==> src/rtl/input_conditioner_pkg.sv <==
`default_nettype none
// ============================================================================
// Module      : input_conditioner_pkg
// Description : Shared constants for the input conditioner. Holds the coin
//               denominations, the bit position of each coin switch on the
//               raw switch bus, and a helper that totals the credit of a set
//               of simultaneous coin edges.
// Revision    : 1.0  initial release
// ============================================================================
package input_conditioner_pkg;

    // Width of a single-cycle coin total (max 1+5+10+20 = 36).
    localparam int COIN_SUM_W = 7;

    localparam logic [COIN_SUM_W-1:0] COIN_1  = 7'd1;
    localparam logic [COIN_SUM_W-1:0] COIN_5  = 7'd5;
    localparam logic [COIN_SUM_W-1:0] COIN_10 = 7'd10;
    localparam logic [COIN_SUM_W-1:0] COIN_20 = 7'd20;

    localparam int SW_BIT_1  = 0;
    localparam int SW_BIT_5  = 1;
    localparam int SW_BIT_10 = 2;
    localparam int SW_BIT_20 = 3;

    // Total credit represented by the coin edges seen in one cycle.
    function automatic logic [COIN_SUM_W-1:0] coin_sum(input logic [3:0] rise);
        logic [COIN_SUM_W-1:0] total;
        total = '0;
        if (rise[SW_BIT_1])  total = total + COIN_1;
        if (rise[SW_BIT_5])  total = total + COIN_5;
        if (rise[SW_BIT_10]) total = total + COIN_10;
        if (rise[SW_BIT_20]) total = total + COIN_20;
        return total;
    endfunction

endpackage
`default_nettype wire

==> src/rtl/input_conditioner_debounce_cell.sv <==
`default_nettype none
// ============================================================================
// Module      : debounce_cell
// Description : Two-flop synchroniser followed by a stability counter. A new
//               level is accepted only after the synchronised input has
//               disagreed with the accepted level for DEBOUNCE_CYCLES
//               consecutive clocks. A registered one-cycle pulse marks each
//               accepted rising edge.
// Ports       : clk    - system clock
//               rst    - asynchronous active-low reset
//               raw    - asynchronous raw input
//               stable - debounced level
//               rise   - one-cycle pulse on each accepted rising edge
// Revision    : 1.0  initial release
// ============================================================================
module debounce_cell #(
    parameter int DEBOUNCE_CYCLES = 20000,
    parameter int CNT_W           = 16
) (
    input  logic clk,
    input  logic rst,
    input  logic raw,
    output logic stable,
    output logic rise
);

    localparam logic [CNT_W-1:0] c_LAST = CNT_W'(DEBOUNCE_CYCLES - 1);

    logic             r_sync1;
    logic             r_sync2;
    logic             r_stable;
    logic             r_rise;
    logic [CNT_W-1:0] r_cnt;

    logic w_mismatch;
    logic w_accept;

    assign w_mismatch = (r_sync2 != r_stable);
    // The counter has already seen DEBOUNCE_CYCLES-1 mismatching clocks, so
    // this clock is the DEBOUNCE_CYCLES-th one.
    assign w_accept   = w_mismatch && (r_cnt == c_LAST);

    always_ff @(posedge clk or negedge rst) begin
        if (!rst) begin
            r_sync1  <= 1'b0;
            r_sync2  <= 1'b0;
            r_stable <= 1'b0;
            r_rise   <= 1'b0;
            r_cnt    <= '0;
        end else begin
            r_sync1 <= raw;
            r_sync2 <= r_sync1;
            r_rise  <= w_accept && r_sync2;
            if (w_accept) begin
                r_stable <= r_sync2;
                r_cnt    <= '0;
            end else if (w_mismatch) begin
                r_cnt <= r_cnt + 1'b1;
            end else begin
                r_cnt <= '0;
            end
        end
    end

    assign stable = r_stable;
    assign rise   = r_rise;

endmodule
`default_nettype wire

==> src/rtl/input_conditioner.sv <==
`default_nettype none
// ============================================================================
// Module      : input_conditioner
// Description : Front end of the vending-machine controller. Debounces the
//               three buttons and four coin switches, holds each button press
//               as a pending flag until the controller's sampling tick, and
//               accumulates coin credit (saturating) until the next tick.
// Ports       : clk, rst (async active-low)
//               L_button, R_button, C_button - raw buttons
//               switch[3:0]  - raw coin switches (1, 5, 10, 20 units)
//               tick         - consumer sampling strobe
//               inhibit      - reject coins while high
//               l_evt, r_evt, c_evt - pending button presses
//               coin_valid, coin_value - pending credit
//               coin_reject  - one-cycle pulse per discarded coin cycle
// Revision    : 1.0  initial release
// ============================================================================
module input_conditioner
    import input_conditioner_pkg::*;
#(
    parameter int DEBOUNCE_CYCLES = 20000,
    parameter int CNT_W           = 16,
    parameter int COIN_W          = 6
) (
    input  logic              clk,
    input  logic              rst,
    input  logic              L_button,
    input  logic              R_button,
    input  logic              C_button,
    input  logic [3:0]        switch,
    input  logic              tick,
    input  logic              inhibit,
    output logic              l_evt,
    output logic              r_evt,
    output logic              c_evt,
    output logic              coin_valid,
    output logic [COIN_W-1:0] coin_value,
    output logic              coin_reject
);

    // Wide enough for a saturated value plus a full single-cycle total.
    localparam int                 c_ACC_W = COIN_W + COIN_SUM_W;
    localparam logic [COIN_W-1:0]  c_MAX   = {COIN_W{1'b1}};

    logic [6:0] w_raw;
    logic [6:0] w_stable;
    logic [6:0] w_rise;

    assign w_raw = {switch, C_button, R_button, L_button};

    for (genvar gi = 0; gi < 7; gi++) begin : g_cells
        debounce_cell #(
            .DEBOUNCE_CYCLES (DEBOUNCE_CYCLES),
            .CNT_W           (CNT_W)
        ) u_cell (
            .clk    (clk),
            .rst    (rst),
            .raw    (w_raw[gi]),
            .stable (w_stable[gi]),
            .rise   (w_rise[gi])
        );
    end

    // ------------------------------------------------------------------
    // Button pending flags: a new event beats a simultaneous tick.
    // ------------------------------------------------------------------
    logic [2:0] r_btn;

    always_ff @(posedge clk or negedge rst) begin
        if (!rst) begin
            r_btn <= '0;
        end else begin
            r_btn <= w_rise[2:0] | (r_btn & {3{~tick}});
        end
    end

    // ------------------------------------------------------------------
    // Coin accumulation
    // ------------------------------------------------------------------
    logic [3:0]            w_coin_rise;
    logic [COIN_SUM_W-1:0] w_sum;
    logic [COIN_W-1:0]     w_base;
    logic [c_ACC_W-1:0]    w_acc;
    logic [COIN_W-1:0]     w_val_nxt;
    logic                  w_valid_nxt;
    logic                  w_rej_nxt;

    logic [COIN_W-1:0]     r_coin_value;
    logic                  r_coin_valid;
    logic                  r_coin_reject;

    assign w_coin_rise = w_rise[6:3];
    assign w_sum       = coin_sum(w_coin_rise);
    // A tick hands the current credit to the consumer, so any coin landing
    // in the same cycle starts a fresh total instead of being lost.
    assign w_base      = tick ? '0 : r_coin_value;
    assign w_acc       = c_ACC_W'(w_base) + c_ACC_W'(w_sum);

    always_comb begin
        w_val_nxt   = w_base;
        w_valid_nxt = r_coin_valid & ~tick;
        w_rej_nxt   = 1'b0;
        if (|w_coin_rise) begin
            if (inhibit) begin
                w_rej_nxt = 1'b1;
            end else begin
                w_valid_nxt = 1'b1;
                w_val_nxt   = (w_acc > c_ACC_W'(c_MAX)) ? c_MAX : w_acc[COIN_W-1:0];
            end
        end
    end

    always_ff @(posedge clk or negedge rst) begin
        if (!rst) begin
            r_coin_value  <= '0;
            r_coin_valid  <= 1'b0;
            r_coin_reject <= 1'b0;
        end else begin
            r_coin_value  <= w_val_nxt;
            r_coin_valid  <= w_valid_nxt;
            r_coin_reject <= w_rej_nxt;
        end
    end

    // Debounced levels are only needed for edge detection inside the cells.
    logic w_unused;
    assign w_unused = ^w_stable;

    assign l_evt       = r_btn[0];
    assign r_evt       = r_btn[1];
    assign c_evt       = r_btn[2];
    assign coin_valid  = r_coin_valid;
    assign coin_value  = r_coin_value;
    assign coin_reject = r_coin_reject;

endmodule
`default_nettype wire

==> config.mk <==
export PLATFORM = sky130hd
export DESIGN_NAME = input_conditioner
export DESIGN_NICKNAME = d
export VERILOG_FILES = /design/src/rtl/input_conditioner_pkg.sv /design/src/rtl/input_conditioner_debounce_cell.sv /design/src/rtl/input_conditioner.sv
export SDC_FILE = /design/constraint.sdc
export NUM_CORES = 1
export LEC_CHECK = 0
export ABC_CLOCK_PERIOD_IN_PS = 3150
export CORE_UTILIZATION = 50
export CTS_BUF_LIST = sky130_fd_sc_hd__clkbuf_16
export DETAILED_ROUTE_END_ITERATION = 16
export HOLD_SLACK_MARGIN = 0.12
export PLACE_DENSITY = 0.68
export SYNTH_ARGS = -nofsm -noshare
export SYNTH_HDL_FRONTEND = slang
export SYNTH_HIERARCHICAL = 1
export SYNTH_SLANG_ARGS = --single-unit
==> constraint.sdc <==
create_clock -name clk -period 3.15 [get_ports clk]
set_clock_uncertainty 0.2 [all_clocks]
set_input_delay 0.63 -clock clk [delete_from_list [all_inputs] [get_ports clk]]
set_output_delay 0.63 -clock clk [all_outputs]
set_load 0.01 [all_outputs]
* After elaboration in Yosys (flattened, before gate mapping) *
Index checks and enable logic that the tools add are counted.

operators by class
  $add $sub $neg = 11
  magnitude comparators = 1
  eq/ne operators = 14
  muxes and demuxes = 26
  bitwise gates (word level) = 4
  reduce and logical (&&, ||, !) cells = 15

operator list
  kind                                                count
  two-way mux 16 bit                                  14
  adder 16 x 1 -> 16 bit, second input constant       7
  == test 16 x 15 -> 1 bit, second input constant     7
  two-way mux 6 bit                                   4
  two-way mux 7 bit                                   3
  logical AND 1 bit                                   14
  adder 6 x 7 -> 8 bit                                1
  > comparator 8 x 6 -> 1 bit, second input constant  1
  adder 7 x 3 -> 7 bit, second input constant         1
  adder 7 x 4 -> 7 bit, second input constant         1
  adder 7 x 5 -> 7 bit, second input constant         1
  != test 1 bit                                       7
  two-way mux 1 bit                                   5
  OR reduction 4 bit                                  1
  AND 3 bit                                           1
  bitwise OR 3 bit                                    1
  AND 1 bit                                           1
  inverter 1 bit                                      1

word-level totals
  flip-flop bits (word level) = 151
  input bits = 11
  output and inout port bits = 11
  word-level logic and storage cells = 110

* Logic depth before layout (Yosys ltp) *
Gate-level depths: netlist of run 1.

  word-level depth = 12
  gate-level depth with buffers = 12
  gate-level depth less buffers = 12

* By module *
The synthesis of run 1 kept the hierarchy.

by module, submodules not included
  module             instances  cells each  area each (sq um)  seq. area each (sq um)
  debounce_cell      7          86          939.7              500.5
  input_conditioner  1          85          848.3              275.3

* Least setup slack after synthesis of run 1 *
Ideal clock, no wire load.

  path type = reg-to-reg
  start = register g_cells[4].u_cell.r_rise
  end = register r_coin_value[5] (netlist: coin_value[5])
  setup time = 0.129 ns
  data arrival time = 2.189 ns
  data required time = 2.821 ns
  setup slack = 0.631 ns
  stages on the path, launching flop included = 12
  path buffers = 0
  period minus slack after synthesis = 2.519 ns
  cell sequence = dfrtp_1 ha_1 inv_1 ha_1 ha_1 nand2_1 o21ai_0 ha_1 a21o_1 a22o_1 o31ai_1 a31oi_1

between the ends
  cells in the longest elaborated chain, start to end = 10
  elaborated cells between the ends (all ways) = 11
  those cells by class = add/sub (3); order compare (1); mux (6); reduce/logical (1)

ends and longest elaborated chain
  element                      RTL line                               text
  start: declaration           input_conditioner_debounce_cell.sv:32  logic r_rise;
  start signal: assignment     input_conditioner_debounce_cell.sv:53  r_rise <= w_accept && r_sync2;
  two-way mux 7 bit            input_conditioner_pkg.sv:30            if (rise[SW_BIT_5]) total = total + COIN_5;
  adder 7 x 4 -> 7 bit         input_conditioner_pkg.sv:31            if (rise[SW_BIT_10]) total = total + COIN_10;
  two-way mux 7 bit            input_conditioner_pkg.sv:31
  adder 7 x 5 -> 7 bit         input_conditioner_pkg.sv:32            if (rise[SW_BIT_20]) total = total + COIN_20;
  two-way mux 7 bit            input_conditioner_pkg.sv:32
  adder 6 x 7 -> 8 bit         input_conditioner.sv:97                assign w_acc = c_ACC_W'(w_base) + c_ACC_W'(w_sum);
  > comparator 8 x 6 -> 1 bit  input_conditioner.sv:108               w_val_nxt = (w_acc > c_ACC_W'(c_MAX)) ? c_MAX : w_acc[COIN_W-1:0];
  two-way mux 6 bit            input_conditioner.sv:108
  two-way mux 6 bit            input_conditioner.sv:104               if (inhibit) begin
  two-way mux 6 bit (*)        input_conditioner.sv:103               if (|w_coin_rise) begin
  via w_val_nxt[5]             input_conditioner.sv:84                logic [COIN_W-1:0] w_val_nxt;
  end signal: assignment       input_conditioner.sv:119               r_coin_value <= w_val_nxt;
  end: declaration             input_conditioner.sv:88                logic [COIN_W-1:0] r_coin_value;

Mark *: on every way through the listed nets, which the timed path passes. The rest lies on a longest branch.
A chain may end at the register's enable or synchronous reset.

* Final worst setup path of run 1 *
Ends and elaborated chain as after synthesis.

==> results of run 1 <==
==> worst paths after layout <==
| kind | from | endpoint | slack [ns] | depth (start not counted) |
|---|---|---|---|---|
| max | g_cells[4].u_cell/rise$_DFF_PN0_ | coin_value[5]$_DFF_PN0_ | 0.42 | 11 |
| min | g_cells[2].u_cell/r_sync1$_DFF_PN0_ | g_cells[2].u_cell/r_sync2$_DFF_PN0_ | 0.16 | 0 |
| max reg2reg | g_cells[4].u_cell/rise$_DFF_PN0_ | coin_value[5]$_DFF_PN0_ | 0.42 | 11 |
| min reg2reg | g_cells[2].u_cell/r_sync1$_DFF_PN0_ | g_cells[2].u_cell/r_sync2$_DFF_PN0_ | 0.16 | 0 |
| max in group asynchronous | rst | g_cells[4].u_cell/r_cnt[15]$_DFF_PN0_ | 1.41 | 3 |
| min in group asynchronous | rst | g_cells[6].u_cell/r_cnt[7]$_DFF_PN0_ | 0.57 | 2 |
==> per-layer routing <==
metal | track usage, % | up-vias | wire length (um)
met2 | 32.0 | 81 | 6560
li1 | - | 2490 | -
met4 | 7.38 | 0 | 257
met1 | 24.4 | 2503 | 6080
met5 | 0 | - | 0
met3 | 5.86 | 17 | 610
==> synth_stat cells, types with 14 or more instances <==
cell type	count	area share [%]
sky130_fd_sc_hd__nand4_1	43	3.6
sky130_fd_sc_hd__xnor2_1	73	8.6
sky130_fd_sc_hd__and3_1	16	1.3
sky130_fd_sc_hd__nor3_1	29	2.0
sky130_fd_sc_hd__xor2_1	36	4.2
sky130_fd_sc_hd__nand3_1	21	1.4
sky130_fd_sc_hd__ha_1	20	3.4
sky130_fd_sc_hd__nor4_1	35	2.9
sky130_fd_sc_hd__nor2_1	102	5.2
sky130_fd_sc_hd__inv_1	21	1.1
sky130_fd_sc_hd__dfrtp_1	151	51
sky130_fd_sc_hd__nand2_1	31	1.6
sky130_fd_sc_hd__nor2_2	14	1.2
==> through the flow <==
step                power, uW  utilization (%)  hold slack, ns
floorplan                2100                -           0.131
global placement         2170             53.8           0.133
detailed placement       2180             53.8           0.142
CTS                      4120             57.8           0.160
global route             4220             57.8           0.166
finish                   4060             57.8           0.156
==> layout by cell type (no fill, tap or decap), types with 4 or more instances in the layout <==
cell type and instances:
sky130_fd_sc_hd__a21o_1 7, sky130_fd_sc_hd__and3_1 16, sky130_fd_sc_hd__and4_1 7, sky130_fd_sc_hd__clkbuf_16 17, sky130_fd_sc_hd__clkdlybuf4s50_1 20, sky130_fd_sc_hd__clkinv_2 6
sky130_fd_sc_hd__dfrtp_1 151, sky130_fd_sc_hd__ha_1 20, sky130_fd_sc_hd__inv_1 22, sky130_fd_sc_hd__mux2_2 7, sky130_fd_sc_hd__nand2_1 31, sky130_fd_sc_hd__nand2_2 7
sky130_fd_sc_hd__nand3_1 21, sky130_fd_sc_hd__nand3_2 7, sky130_fd_sc_hd__nand4_1 43, sky130_fd_sc_hd__nand4_4 7, sky130_fd_sc_hd__nor2_1 102, sky130_fd_sc_hd__nor2_2 14
sky130_fd_sc_hd__nor2b_1 7, sky130_fd_sc_hd__nor3_1 29, sky130_fd_sc_hd__nor3b_1 7, sky130_fd_sc_hd__nor4_1 35, sky130_fd_sc_hd__nor4b_2 7, sky130_fd_sc_hd__o22a_1 4
sky130_fd_sc_hd__xnor2_1 73, sky130_fd_sc_hd__xor2_1 36
==> timing repair <==
| item | CTS | global route |
|---|---|---|
| hold endpoints to repair | 64 | 0 |
| endpoints found under the setup margin | 0 | 0 |
| hold buffers | 1 | 0 |
==> critical path: stages (launching register included) <==
cell and delay [ns]:
sky130_fd_sc_hd__dfrtp_1 0.40, sky130_fd_sc_hd__ha_1 0.19, sky130_fd_sc_hd__inv_1 0.05, sky130_fd_sc_hd__ha_1 0.19, sky130_fd_sc_hd__ha_1 0.29, sky130_fd_sc_hd__nand2_1 0.06, sky130_fd_sc_hd__o21ai_0 0.09, sky130_fd_sc_hd__ha_1 0.37
sky130_fd_sc_hd__a21o_1 0.20, sky130_fd_sc_hd__a22o_1 0.24, sky130_fd_sc_hd__o31ai_1 0.25, sky130_fd_sc_hd__a31oi_1 0.06
==> final cells by class <==
cell class                      count  area, um2
Tap cell                          184        230
Sequential cell                   151       3780
Clock buffer                       17        425
Inverter                           21       78.8
Clock inverter                     14        136
Timing Repair Buffer               25        256
Fill cell                        1211       6140
Multi-Input combinational cell    508       3490
==> registers in the layout, summed over array words and instances (netlist names) <==
register	cells
g_cells.u_cell/r_cnt	112
g_cells.u_cell/r_sync1	7
g_cells.u_cell/r_sync2	7
g_cells.u_cell/rise	7
g_cells.u_cell/stable	7
coin_value	6
r_btn	3
coin_reject	1
coin_valid	1
==> cell families (layout without fill, tap and decap cells) <==
| logic type | after synthesis | after routing | synth area share [%] |
|---|---|---|---|
| muxes | 9 | 9 | 1.33 |
| adders and majority gates | 21 | 21 | 3.64 |
| DFF | 151 | 151 | 50.9 |
| and+or+nand+nor | 344 | 344 | 26.7 |
| AOI/OAI and AO/OA | 25 | 25 | 2.44 |
| xor gates and xnor gates | 109 | 109 | 12.9 |
| buffers and inverters | 28 | 77 | 2.12 |
==> power by group through the flow <==
| stage | Clock (uW) | Sequential, uW | Combinational (uW) |
|---|---|---|---|
| after floorplan | 0 | 2030 | 68.5 |
| after global placement | 0 | 2040 | 131 |
| after detailed placement | 0 | 2040 | 135 |
| after CTS | 1980 | 2010 | 136 |
| after global routing | 2060 | 2010 | 151 |
| final | 1920 | 2010 | 131 |
==> flow_summary.toml, run 1 <==
[detailed_routing]
post_route_ant_nets = 0
post_drt_wl_per_cell_um = 14.7
remaining_drc_errors = 0
totalWireLength_um = 13500
first_pass_drt_iterations = 4
route.vias.total = 5091
drt_iter0_drc = 368
via_per_inst = 5.53

[setup_path]
crit_arrival_ns = 2.82
critPathKind = "reg2reg"
cp-end-kind = "flop"
critPathRequiredTime_ns = 3.24
worst_setup_path_start_kind = "flop"
crit_fanout = 5

[placement]
preCtsSetupSlack_ns = 0.107
hpwl_um = 9360
place_inst = 888
port-buffer-count = 21
placed_area_mm2 = 0.00782
final_wtd_congestion = 0.822

[logic_synthesis]
post_synth.cell_area_avg_um2 = 10.8
syn-instance-count = 687
ys_types = 40
synth_enable_flop_cells = 0
yosysWarnings = 6
ys_seq_elements = 151
postSynth.topFlopCell = "sky130_fd_sc_hd__dfrtp_1"
synth_async_sr_flop_share_pct = 100
ys_seq_area_share_pct = 50.9
syn_nets = 719
synth.cell_area_mm2 = 0.00743

[final_layout]
post-route-cell-area_mm2 = 0.00840
num_antenna_cells = 0
finalNonFillerCells = 920
drive_above_1_share_pct = 11.7
area_growth_pct = 13.1
num-nets-final = 756

[timing]
setup_viol = 0
grt_setup_unrepaired = "false"
pins_over_their_slew_limit = 0
hold_viol_final = 0
slew_headroom_pct = 59.9
tightest_slew_ns = 0.601
fin_crit_ns = 2.73
max_freq_ghz = 0.366
tns_ns = 0
setup_slack_ns = 0.419
min_period_over_period_pct = 86.7

[global_route]
grt_pass1_vias = 5102
grt_start_max_net_pins = 71
grt-ovfl-total = 0
grt_antenna_before_repair = 0
groute.usage.overall_pct = 19.6
grt_first_pass_wirelength_um = 23200

[cts]
clk_latency_ns = 0.42
cts-htree-levels = 4
post-cts-setup-buffers = 0
clk_transition_reported_paths_ns = 0.06
cts-resized-gates = 0
tritoncts_num_sinks = 151
clockBufferDepth = 2
clk_root_buffer_cell = "sky130_fd_sc_hd__clkbuf_16"
cts_inserted_buffers = 17
tritoncts = "done"

[power]
power.static_leakage_uw = 0.00363
share_comb_of_total_power_pct = 3.2
swShare_pct = 22.0
power_density_mw_per_mm2 = 483
vdd_ir_drop_max_uv = 445
power.sequential.fraction_pct = 49.5
cell_internal_pwr_uw = 3170
share_of_power_burned_in_the_clock_network_pct = 47.3
netSwitchingPower_uw = 892

[die]
start_util_pct = 51.1
floorplan.die_area_mm2 = 0.0153
floorplan.core_area_mm2 = 0.0145
placement_rows = 44
die_h_um = 124
die-width_um = 124
io_pins = 22

[outcome]
status = "finished clean"

[hold_path]
holdCritPathClass = "reg2reg"

[run]
maxCapViolCount = 0
No activity file was read; power rests on OpenSTA's default activity.
==> run 2: changes to the inputs <==
--- a/config.mk
+++ b/config.mk
@@ -5,12 +5,13 @@
 export SDC_FILE = /design/constraint.sdc
 export NUM_CORES = 1
 export LEC_CHECK = 0
-export ABC_CLOCK_PERIOD_IN_PS = 3150
+export CELL_PAD_IN_SITES_DETAIL_PLACEMENT = 0
+export CELL_PAD_IN_SITES_GLOBAL_PLACEMENT = 1
 export CORE_UTILIZATION = 50
 export CTS_BUF_LIST = sky130_fd_sc_hd__clkbuf_16
 export DETAILED_ROUTE_END_ITERATION = 16
 export HOLD_SLACK_MARGIN = 0.12
-export PLACE_DENSITY = 0.68
+export PLACE_DENSITY = 0.81
 export SYNTH_ARGS = -nofsm -noshare
 export SYNTH_HDL_FRONTEND = slang
 export SYNTH_HIERARCHICAL = 1
==> run 2 against run 1 <==
- register-to-register slack hardly changed
- count of clock-buffer cells in the layout stayed put
- first-iteration DRC count is 42% lower
- non-clock buffer count is 2 higher
- die area stayed put
- total power is 3.2% higher
- cell count is 0.22% higher
- global-route usage is 0.055 points lower
- sequential share of layout area is 0.27 points lower
- critical path type unchanged
- highest routed layer unchanged
==> flow_summary.toml, run 2 (synthesis gave the netlist of run 1 again) <==
[outcome]
status = "finished clean"

[die]
die_h_um = 124
start_util_pct = 51.1
floorplan.core_area_mm2 = 0.0145
floorplan.die_area_mm2 = 0.0153
io_pins = 22
placement_rows = 44
die-width_um = 124

[setup_path]
crit_arrival_ns = 2.87
worst_setup_path_start_kind = "flop"
critPathRequiredTime_ns = 3.28
cp-end-kind = "flop"
critPathKind = "reg2reg"
crit_fanout = 5

[cts]
cts-resized-gates = 0
cts_inserted_buffers = 17
clk_transition_reported_paths_ns = 0.06
clk_latency_ns = 0.42
post-cts-setup-buffers = 0
clockBufferDepth = 2
tritoncts = "done"
tritoncts_num_sinks = 151
clk_root_buffer_cell = "sky130_fd_sc_hd__clkbuf_16"
cts-htree-levels = 4

[global_route]
grt_antenna_before_repair = 0
grt-ovfl-total = 0
grt_first_pass_wirelength_um = 23000
grt_start_max_net_pins = 65
groute.usage.overall_pct = 19.5
grt_pass1_vias = 4885

[detailed_routing]
remaining_drc_errors = 0
via_per_inst = 5.41
route.vias.total = 4989
drt_iter0_drc = 212
first_pass_drt_iterations = 6
post_drt_wl_per_cell_um = 14.4
post_route_ant_nets = 0
totalWireLength_um = 13300

[placement]
preCtsSetupSlack_ns = 0.0454
hpwl_um = 9230
final_wtd_congestion = 0.802
placed_area_mm2 = 0.00784
port-buffer-count = 21

[final_layout]
largest_reg_flops = 112
drive_above_1_share_pct = 11.9
num_antenna_cells = 0
seq_area_mm2 = 0.00378
fill_count = 1226
post-route-cell-area_mm2 = 0.00845
area_growth_pct = 13.7
layout_common_cells = "151 x sky130_fd_sc_hd__dfrtp_1, 102 x sky130_fd_sc_hd__nor2_1, 73 x sky130_fd_sc_hd__xnor2_1"
num-nets-final = 758
top_register = "g_cells.u_cell/r_cnt"
multiInputGateArea_mm2 = 0.00349
final_common_cell = "sky130_fd_sc_hd__dfrtp_1"

[timing]
setup_viol = 0
slew_headroom_pct = 68.7
pins_over_their_slew_limit = 0
tns_ns = 0
max_freq_ghz = 0.365
hold_viol_final = 0
tightest_slew_ns = 0.470
fin_crit_ns = 2.74
setup_slack_ns = 0.412
grt_setup_unrepaired = "false"
min_period_over_period_pct = 86.9

[power]
power.sequential.fraction_pct = 47.9
power_density_mw_per_mm2 = 496
vdd_ir_drop_max_uv = 440
power.static_leakage_uw = 0.00365
netSwitchingPower_uw = 924
swShare_pct = 22.1
share_of_power_burned_in_the_clock_network_pct = 48.9
share_comb_of_total_power_pct = 3.2
cell_internal_pwr_uw = 3260

[hold_path]
holdCritPathClass = "reg2reg"

[run]
maxCapViolCount = 0
==> run 2: cell count changes in the layout (fill, tap and decap cells not counted) <==
| cell | before | now |
|---|---|---|
| sky130_fd_sc_hd__buf_4 | 2 | 4 |
| sky130_fd_sc_hd__bufinv_16 | 2 | 3 |
| sky130_fd_sc_hd__clkinv_2 | 6 | 2 |
| sky130_fd_sc_hd__clkinv_4 | 3 | 1 |
| sky130_fd_sc_hd__clkinvlp_4 | 1 | 2 |
| sky130_fd_sc_hd__inv_6 | 1 | 5 |
==> run 2: power by group through the flow <==
stage	sequential (uW)	combinational [uW]	clock, uW
6_report	2010	133	2050
5_1_grt	2010	155	2200
3_3_place_gp	2040	133	0
2_1_floorplan	2030	68.5	0
3_5_place_dp	2040	135	0
4_1_cts	2000	138	2110
==> run 2: layer usage <==
metal  routed length (um)  global-route usage [%]  up-vias
li1                     -                       -     2491
met1                 6490                    25.5     2431
met2                 6150                    30.3       56
met3                  522                    5.95       11
met4                  151                    7.76        0
met5                    0                       0        -
==> run 2: cell type report <==
cell class,count,share of cell area [%]
multi-input combinational,508,41.3
clock inverter,14,2.03
inverter,21,0.933
tap,184,2.73
timing repair buffer,27,3.21
clock buffer,17,5.04
sequential,151,44.7
==> run 2: timing repair <==
action | CTS | global route
hold endpoints to repair | 48 | 0
hold buffers | 1 | 0
endpoints found under the setup margin | 0 | 0
==> run 2: stage by stage <==
stage          hold slack [ns]  power (uW)  utilization [%]  instances
4_1_cts                  0.149        4250             58.1        922
3_5_place_dp             0.136        2180             53.9        890
5_1_grt                  0.162        4360             58.1        922
2_1_floorplan            0.131        2100                -        687
3_3_place_gp             0.132        2170             53.9        890
6_report                 0.147        4190             58.1        922
==> run 2: final timing paths <==
kind	to	depth (start not counted)	start	slack [ns]
worst max-delay path	coin_value[5]$_DFF_PN0_	11	g_cells[4].u_cell/rise$_DFF_PN0_	0.41
worst min-delay path	g_cells[2].u_cell/r_sync2$_DFF_PN0_	0	g_cells[2].u_cell/r_sync1$_DFF_PN0_	0.15
worst max register to register	coin_value[5]$_DFF_PN0_	11	g_cells[4].u_cell/rise$_DFF_PN0_	0.41
worst min register to register	g_cells[2].u_cell/r_sync2$_DFF_PN0_	0	g_cells[2].u_cell/r_sync1$_DFF_PN0_	0.15
max in group asynchronous	g_cells[2].u_cell/r_cnt[12]$_DFF_PN0_	3	rst	1.55
min in group asynchronous	g_cells[6].u_cell/r_cnt[11]$_DFF_PN0_	2	rst	0.51
==> run 2: worst max-delay path, stage by stage, from the launching register on <==
cell and delay (ns):
sky130_fd_sc_hd__dfrtp_1 0.41, sky130_fd_sc_hd__ha_1 0.20, sky130_fd_sc_hd__inv_1 0.05, sky130_fd_sc_hd__ha_1 0.19
sky130_fd_sc_hd__ha_1 0.29, sky130_fd_sc_hd__nand2_1 0.06, sky130_fd_sc_hd__o21ai_0 0.10, sky130_fd_sc_hd__ha_1 0.37
sky130_fd_sc_hd__a21o_1 0.20, sky130_fd_sc_hd__a22o_1 0.24, sky130_fd_sc_hd__and3_1 0.18, sky130_fd_sc_hd__a31oi_1 0.15
==> run 3: changes to the inputs <==
--- a/config.mk
+++ b/config.mk
@@ -11,7 +11,7 @@
 export CTS_BUF_LIST = sky130_fd_sc_hd__clkbuf_16
 export DETAILED_ROUTE_END_ITERATION = 16
 export HOLD_SLACK_MARGIN = 0.12
-export PLACE_DENSITY = 0.81
+export PLACE_DENSITY = 0.87
 export SYNTH_ARGS = -nofsm -noshare
 export SYNTH_HDL_FRONTEND = slang
 export SYNTH_HIERARCHICAL = 1
==> run 3 against run 2 <==
- combinational power about the same
- register-to-register slack better by 0.04 ns
- hold slack better by 0.00093 ns
- largest power group is now sequential cells
- critical endpoint unchanged
- fmax up 1.4%
- setup slack better by 0.037 ns
- first-iteration DRC count up 17%
- clock power down 7%
- largest cell class unchanged
- global-route usage down 0.31 points
- sequential share of layout area up 0.26 points
- design area down 0.58%
- critical path type unchanged
- flip-flop and latch count unchanged
- sequential power about the same
==> flow_summary.toml, run 3 (synthesis gave the netlist of run 1 again) <==
[cts]
clockBufferDepth = 2
clk_transition_reported_paths_ns = 0.06
clk_latency_ns = 0.41
cts-htree-levels = 4
tritoncts = "done"
tritoncts_num_sinks = 151
cts-resized-gates = 0
clk_root_buffer_cell = "sky130_fd_sc_hd__clkbuf_16"
cts_inserted_buffers = 17

[final_layout]
area_growth_pct = 13.1
utilization_pct = 57.8
largest_reg_flops = 112
num-nets-final = 758
layout_common_cells = "151 x sky130_fd_sc_hd__dfrtp_1, 102 x sky130_fd_sc_hd__nor2_1, 73 x sky130_fd_sc_hd__xnor2_1"
drive_above_1_share_pct = 11.8
num_antenna_cells = 0
top_register = "g_cells.u_cell/r_cnt"
final_common_cell = "sky130_fd_sc_hd__dfrtp_1"
finalNonFillerCells = 922

[power]
power.sequential.fraction_pct = 49.5
share_comb_of_total_power_pct = 3.2
power.static_leakage_uw = 0.00362
swShare_pct = 21.9
cell_internal_pwr_uw = 3160
power_density_mw_per_mm2 = 482
netSwitchingPower_uw = 886
vdd_ir_drop_max_uv = 388
share_of_power_burned_in_the_clock_network_pct = 47.2

[detailed_routing]
post_drt_wl_per_cell_um = 14.5
drt_iter0_drc = 248
post_route_ant_nets = 0
route.vias.total = 5079
remaining_drc_errors = 0
via_per_inst = 5.51
totalWireLength_um = 13400
first_pass_drt_iterations = 4

[global_route]
grt-ovfl-total = 0
grt_antenna_before_repair = 0
grt_pass1_vias = 4947
grt_start_max_net_pins = 72
grt_first_pass_wirelength_um = 23000
groute.usage.overall_pct = 19.2

[die]
floorplan.core_area_mm2 = 0.0145
start_util_pct = 51.1
die-width_um = 124
io_pins = 22
die_h_um = 124
floorplan.die_area_mm2 = 0.0153
placement_rows = 44

[timing]
hold_viol_final = 0
tns_ns = 0
max_freq_ghz = 0.370
slew_headroom_pct = 57.0
fin_crit_ns = 2.70
setup_viol = 0
fin_hold_ws_ns = 0.148
min_period_over_period_pct = 85.7
tightest_slew_ns = 0.645
pins_over_their_slew_limit = 0
grt_setup_unrepaired = "false"

[setup_path]
crit_arrival_ns = 2.79
reg2reg_depth = 11
reg2reg_from = "g_cells[4].u_cell/rise$_DFF_PN0_"
regToRegEndpoint = "coin_value[5]$_DFF_PN0_"
critPathKind = "reg2reg"
crit_fanout = 5
critPathRequiredTime_ns = 3.24
timing.reg2reg.setup_slack_ns = 0.45
cp-end-kind = "flop"
worst_setup_path_start_kind = "flop"

[placement]
place_inst = 890
hpwl_um = 9400
port-buffer-count = 21
final_wtd_congestion = 0.816

[hold_path]
worst_hold_path.num_cells = 0
timing.hold.worst.start = "g_cells[6].u_cell/r_sync1$_DFF_PN0_"
holdCritPathClass = "reg2reg"
min_to = "g_cells[6].u_cell/r_sync2$_DFF_PN0_"

[run]
maxCapViolCount = 0

[outcome]
status = "finished clean"
==> run 3: worst max-delay path by stage <==
| stage | to | slack [ns] | startpoint |
|---|---|---|---|
| finish | coin_value[5]$_DFF_PN0_ | 0.45 | g_cells[4].u_cell/rise$_DFF_PN0_ |
| global route | coin_value[5]$_DFF_PN0_ | 0.25 | g_cells[4].u_cell/rise$_DFF_PN0_ |
| CTS | coin_value[5]$_DFF_PN0_ | 0.44 | g_cells[4].u_cell/rise$_DFF_PN0_ |
| detailed placement | coin_value[4]$_DFF_PN0_ | 0.17 | tick |
| global placement | coin_value[4]$_DFF_PN0_ | 0.22 | tick |
| floorplan | coin_value[5]$_DFF_PN0_ | 0.63 | g_cells[4].u_cell/rise$_DFF_PN0_ |
==> run 3: per-layer routing <==
metal | track usage (%) | vias up | wire length [um]
met5 | 0 | - | 0
met3 | 6.14 | 10 | 522
li1 | - | 2482 | -
met2 | 29.7 | 60 | 6330
met1 | 25.9 | 2527 | 6440
met4 | 5.57 | 0 | 105
==> run 3: critical path, cell delays in order (launching register included) <==
cell                      delay [ns]
sky130_fd_sc_hd__dfrtp_1        0.42
sky130_fd_sc_hd__ha_1           0.20
sky130_fd_sc_hd__inv_1          0.05
sky130_fd_sc_hd__ha_1           0.19
sky130_fd_sc_hd__ha_1           0.29
sky130_fd_sc_hd__nand2_1        0.06
sky130_fd_sc_hd__o21ai_0        0.09
sky130_fd_sc_hd__ha_1           0.36
sky130_fd_sc_hd__a21o_1         0.20
sky130_fd_sc_hd__a22o_1         0.24
sky130_fd_sc_hd__o31ai_1        0.22
sky130_fd_sc_hd__a31oi_1        0.06
==> run 3: per-stage QoR <==
stage / cell area [um2] / setup WS, ns / total power, uW
final: 8400 / 0.449 / 4050
after global routing: 8400 / 0.250 / 4210
after CTS: 8400 / 0.436 / 4100
after detailed placement: 7830 / 0.170 / 2170
after global placement: 7830 / 0.218 / 2170
after floorplan: 7430 / 0.631 / 2100
==> run 3: area by class of cell <==
class	instances	area, um2
sequential	151	3780
timing repair buffer	27	259
tap	184	230
inverter	21	78.8
clock inverter	14	135
fill	1251	6140
multi-input combinational	508	3490
clock buffer	17	425
==> run 3: power groups by stage <==
stage	Sequential, uW	Clock, uW	Combinational [uW]
detailed placement	2040	0	135
global route	2010	2050	153
finish	2010	1910	131
CTS	2010	1960	137
global placement	2040	0	129
floorplan	2030	0	68.5
==> run 3: repair_timing <==
item,4_1_cts,5_1_grt
buffers inserted,0,0
hold endpoints to repair,67,0
hold buffers,1,0
